<file path="config.mk">
export PLATFORM = sky130hd
export DESIGN_NAME = lut_sxx_config_loader
export DESIGN_NICKNAME = d
export VERILOG_FILES = /design/src/rtl/lut_sxx_config_loader.sv
export SDC_FILE = /design/constraint.sdc
export NUM_CORES = 1
export LEC_CHECK = 0
export ABC_AREA = 1
export BUFFER_PORTS_ARGS = -buffer_cell sky130_fd_sc_hd__clkbuf_2
export CAP_MARGIN = 20
export CELL_PAD_IN_SITES_DETAIL_PLACEMENT = 1
export CELL_PAD_IN_SITES_GLOBAL_PLACEMENT = 2
export CORE_ASPECT_RATIO = 0.9
export CORE_UTILIZATION = 32
export DETAILED_ROUTE_END_ITERATION = 12
export PLACE_DENSITY_LB_ADDON = 0.1
export SKIP_LAST_GASP = 1
export SYNTH_ARGS = -nofsm -noshare
export SYNTH_HDL_FRONTEND = slang
export SYNTH_SLANG_ARGS = --single-unit
export TNS_END_PERCENT = 1
</file>
<file path="constraint.sdc">
create_clock -name cclk -period 2.2 [get_ports cclk]
set_input_delay 0.66 -clock cclk [delete_from_list [all_inputs] [get_ports cclk]]
set_output_delay 0.66 -clock cclk [all_outputs]
set_load 0.03 [all_outputs]
</file>
<file path="src/rtl/lut_sxx_config_loader.sv">
// Configuration sequencer for a chained LUT pair: collects MSB-first stream words into a
// shadow register and commits the full image to config_out with a one-cycle cen strobe.
module lut_sxx_config_loader #(
  parameter int INPUTS   = 4,
  parameter int MEM_SIZE = 2 ** INPUTS,
  parameter int CFG_BITS = 2 * MEM_SIZE,
  parameter int WORD_W   = 8
) (
  input  logic                cclk,
  input  logic                rst,
  input  logic                start,
  input  logic                abort,
  input  logic [WORD_W-1:0]   cfg_word,
  input  logic                cfg_valid,
  output logic                cfg_ready,
  output logic [CFG_BITS-1:0] config_out,
  output logic                cen,
  output logic                busy,
  output logic                done,
  output logic                err
);

  localparam int NWORDS = CFG_BITS / WORD_W;
  localparam int CNT_W  = $clog2(NWORDS) + 1;

  if ((CFG_BITS % WORD_W) != 0) begin : g_bad_word_width
    $error("lut_sxx_config_loader: CFG_BITS must be a multiple of WORD_W");
  end

  typedef enum logic [1:0] {
    S_IDLE   = 2'd0,
    S_LOAD   = 2'd1,
    S_COMMIT = 2'd2
  } state_e;

  state_e              state_q, state_d;
  logic [CNT_W-1:0]    cnt_q, cnt_d;
  logic [CFG_BITS-1:0] shadow_q, shadow_d;
  logic [CFG_BITS-1:0] config_q, config_d;
  logic                cfg_ready_q, cfg_ready_d;
  logic                cen_q, cen_d;
  logic                busy_q, busy_d;
  logic                done_q, done_d;
  logic                err_q, err_d;

  logic                handshake;

  assign handshake = cfg_valid && cfg_ready_q;

  always_comb begin
    // NOTE: every variable gets its hold value first so no path through the case leaves
    // one unassigned, which would otherwise infer a latch.
    state_d  = state_q;
    cnt_d    = cnt_q;
    shadow_d = shadow_q;
    config_d = config_q;
    done_d   = done_q;
    err_d    = err_q;

    unique case (state_q)
      S_IDLE: begin
        if (start && !abort) begin
          state_d = S_LOAD;
          cnt_d   = '0;
          done_d  = 1'b0;
          err_d   = 1'b0;
        end
      end

      S_LOAD: begin
        // Abort outranks a same-cycle handshake; the word in flight is dropped.
        if (abort) begin
          state_d = S_IDLE;
          err_d   = 1'b1;
        end else if (handshake) begin
          shadow_d = {shadow_q[CFG_BITS-WORD_W-1:0], cfg_word};
          cnt_d    = cnt_q + CNT_W'(1);
          if (cnt_q == CNT_W'(NWORDS - 1)) begin
            config_d = shadow_d;
            state_d  = S_COMMIT;
          end
        end
      end

      S_COMMIT: begin
        state_d = S_IDLE;
        done_d  = 1'b1;
      end

      default: state_d = S_IDLE;
    endcase

    // Status outputs are registered copies of what the next state implies.
    cfg_ready_d = (state_d == S_LOAD);
    cen_d       = (state_d == S_COMMIT);
    busy_d      = (state_d != S_IDLE);
  end

  always_ff @(posedge cclk) begin
    if (rst) begin
      state_q     <= S_IDLE;
      cnt_q       <= '0;
      shadow_q    <= '0;
      config_q    <= '0;
      cfg_ready_q <= 1'b0;
      cen_q       <= 1'b0;
      busy_q      <= 1'b0;
      done_q      <= 1'b0;
      err_q       <= 1'b0;
    end else begin
      // NOTE: non-blocking assignments so every flop samples pre-edge values, independent
      // of statement order.
      state_q     <= state_d;
      cnt_q       <= cnt_d;
      shadow_q    <= shadow_d;
      config_q    <= config_d;
      cfg_ready_q <= cfg_ready_d;
      cen_q       <= cen_d;
      busy_q      <= busy_d;
      done_q      <= done_d;
      err_q       <= err_d;
    end
  end

  assign cfg_ready  = cfg_ready_q;
  assign config_out = config_q;
  assign cen        = cen_q;
  assign busy       = busy_q;
  assign done       = done_q;
  assign err        = err_q;

endmodule

</file>
==> flow_results.org <==
** Drt
- The count of nets left with antenna violations once routing finished came out at 0.
- Summed over all layers, the routed wires come to 5990 um.
- Vias per std cell :: 4.42
- Avg WL per Cell :: 12.2 um
- Iteration-0 DRC Markers :: 57
- For this run, design rule violations remaining after detail routing come to 0.
- Detailed routing inserted a total of 2,176 vias.
- First-pass detailed-route iteration total :: 4

** Place
- Including well taps, the total number of placed cells is 479.
- OpenSTA, run right after detailed placement, puts the worst setup slack at 0.406 ns.
- HPWL after DPL :: 4060 um
- GPL Wtd Cong :: 0.678
- Port buffering added 49 buffers.

** Final layout
- Most common cell after layout, fill and taps aside :: sky130_fd_sc_hd__nand2_1
- Share of cells above drive strength 1 :: 18.7%
- Multi-input gate area in the final layout :: 1020 um^2
- Diode count :: 0
- Compared with the post-synthesis result, the final layout area differs by 19.1%.
- In the final design database the tool counted 409 nets.
- The layout has 983 filler cells.
- Most frequent cells in the layout :: sky130_fd_sc_hd__nand2_1 (104), sky130_fd_sc_hd__nor2_1 (74), sky130_fd_sc_hd__dfxtp_1 (66)
- The count of cells in the finished layout, fillers not included, comes to 492.
- Summing all flip-flop and latch instances after layout gives 1320 um^2.

** Global routing
- Global routing used 16.4% of the available tracks across all layers.
- The first global-routing pass estimated 10,200 um of wire.
- Via count of the first global-routing pass :: 2,133
- Pin count of the biggest net entering global routing :: 49
- The initial antenna violation count was 0.
- Remaining Overflow, GRT :: 0

** Clock network
- Num Clock Sinks :: 66
- After clock tree synthesis, the setup repair step added 0 buffers.
- In this run the deepest clock path goes through 2 buffers.
- The root buffer cell chosen for the clock tree is sky130_fd_sc_hd__clkbuf_8.
- Gates resized during post-CTS repair numbered 0.
- For the worst-skew pair, the clock arrives at the later sink with an insertion delay of 0.33 ns.
- After clock tree synthesis, the clock-pin slew on the worst setup and hold paths is 0.07 ns.
- TritonCTS built the clock tree.
- For this design, the CTS-stage hold fixing added 0 buffers.
- H-tree Lvls :: 3
- TritonCTS buffer count :: 9

** STA
- Least setup slack across all paths after layout :: 0.515 ns
- The worst path needs 1.69 ns of the cycle, external delays included.
- Setup repair after global routing left no endpoint under its margin.
- For the pin with the worst max-slew slack, the measured transition is 0.376 ns.
- The final number of hold-violating endpoints is 0.
- Static timing analysis puts the maximum clock frequency at 593 MHz.
- TNS Setup :: 0 ns
- Final hold slack :: 0.465 ns
- Setup violations remaining at the end of the flow were counted as 0.
- The final critical path takes up 76.6% of the cycle.
- Max-Slew Margin vs Limit :: 74.9%
- The final number of max-transition violations was 0.
- Worst setup skew after layout :: 0.00579 ns

** Yosys
- In the synthesized netlist, the number of instances is 345.
- Ys Warns :: 0
- Share of the synthesized area in the top cell type :: 51.8%
- Mapped cell area :: 2550 um^2
- Sequential share of the synthesized area :: 51.8%
- Number of synthesized register bits :: 66
- Dividing the synthesized area by the synthesized cell count gives 7.39 um^2.
- Cell type contributing the most total cell area after synthesis :: sky130_fd_sc_hd__dfxtp_1
- Number of different library cells in the post-synthesis netlist :: 19
- When the netlist entered floorplanning its net count stood at 360.
- Top post-synthesis cells by area :: sky130_fd_sc_hd__dfxtp_1 (52%), sky130_fd_sc_hd__nand2_1 (15%), sky130_fd_sc_hd__nor2_1 (11%), sky130_fd_sc_hd__nand3_1 (5.7%), sky130_fd_sc_hd__inv_1 (3.5%)

** Setup path
- The worst setup path is launched from a flop.
- For the worst setup path, the data arrival time is 1.96 ns.
- The critical path in this run is classified as flop to flop.
- Crit-path cells :: ha_1 > ha_1 > nand3_1 > inv_2 > nand2_4 > nor2_8 > nand2_1 > nand2_1
- Of all nets on the critical path, the largest fanout is 25.
- Max stage delay on crit path :: 0.36 ns
- Counting both buffers and inverters, the worst setup path holds a total of 1.
- Required time of the worst setup path :: 2.48 ns
- Nature of the critical path endpoint :: flop
- Slowest cell on the critical path :: sky130_fd_sc_hd__dfxtp_1
- Top delay family on crit path :: simple AND/OR/NAND/NOR gates

** Floorplan
- Starting density of the core :: 33.5%
- Number of ports placed on the die boundary :: 50
- The floorplan step defined a die boundary enclosing 8330 um^2.
- The initialized floorplan defines 30 standard-cell rows.
- In this run the horizontal extent of the chip is 96.1 um.
- Standard cell core area :: 7620 um^2
- The floorplan step set the die height to 86.7 um.

** Worst hold path
- HP Class :: flop to flop

** Pwr
- Power, Total :: 2190 uW
- Power Density :: 721 nW/um^2
- Peak supply drop :: 252 uV
- Leakage power :: 0.00161 uW

** Run
- Across the run, the number of max-cap violations was 0.

** Run status
- Outcome :: finished clean
## power by group
| part | total [uW] | switching [uW] | internal [uW] |
|---|---|---|---|
| combinational | 97.2 | 64.8 | 32.4 |
| sequential | 1210 | 5.81 | 1200 |
| clock | 881 | 427 | 454 |
## final timing paths
| path | cells after the start | to | from | slack, ns |
|---|---|---|---|---|
| setup / recovery | 8 | config_out[7] | cnt_q[0] | 0.51 |
| hold / removal | 2 | err | err | 0.47 |
| setup reg to reg | 8 | config_out[7] | cnt_q[0] | 0.51 |
| hold reg to reg | 2 | err | err | 0.47 |
## final cells by class
cell class,instances,share of cell area [%]
sequential,66,43.5
multi-input combinational,235,33.7
timing repair buffer,54,10.1
clock buffer,13,5.23
tap,96,3.95
inverter,28,3.46
## state kept, by name, indices dropped and copies added (netlist names)
signal,count
cnt_q,3
cen,1
shadow_q,24
busy,1
cfg_ready,1
done,1
state_q,2
err,1
config_out,32
## per-stage QoR
| stage | utilization [%] | cell area [um^2] |
|---|---|---|
| finish | 39.9 | 3040 |
| global route | 39.9 | 3040 |
| CTS | 39.9 | 3040 |
| detailed placement | 37.8 | 2880 |
| global placement | 37.8 | 2880 |
| floorplan | - | 2550 |
## layer usage
metal  track usage, %  share of wire [%]  vias to the layer above
met5                0                  0                        -
met3             6.05                4.3                        8
met2             26.4                 44                       40
met4             4.88                1.3                        0
li1                 -                  -                     1146
met1             20.5                 50                      982
## worst min-delay path, cell delays in order, from the launching register on
cell and delay, ns:
sky130_fd_sc_hd__dfxtp_1 0.31, sky130_fd_sc_hd__nand2_1 0.06, sky130_fd_sc_hd__a21oi_1 0.05
## synthesized netlist by cell type, drive strengths merged
cell / count
nand2: 106
nor2: 76
dfxtp: 66
nand3: 29
inv: 28
buf: 11
a21oi: 7
nand3b: 7
o21ai: 7
clkbuf: 5
ha: 2
or2: 1
## logic make-up (layout without fill, tap and decap cells)
logic type | count (synthesis) | after routing | synth area share (%)
buf+inv | 44 | 95 | 8.04
simple gates | 219 | 219 | 36.4
flops | 66 | 66 | 51.8
compound gates | 14 | 14 | 2.75
fa+ha+maj | 2 | 2 | 0.981
Note: power is estimated with default switching activity, not from simulation.
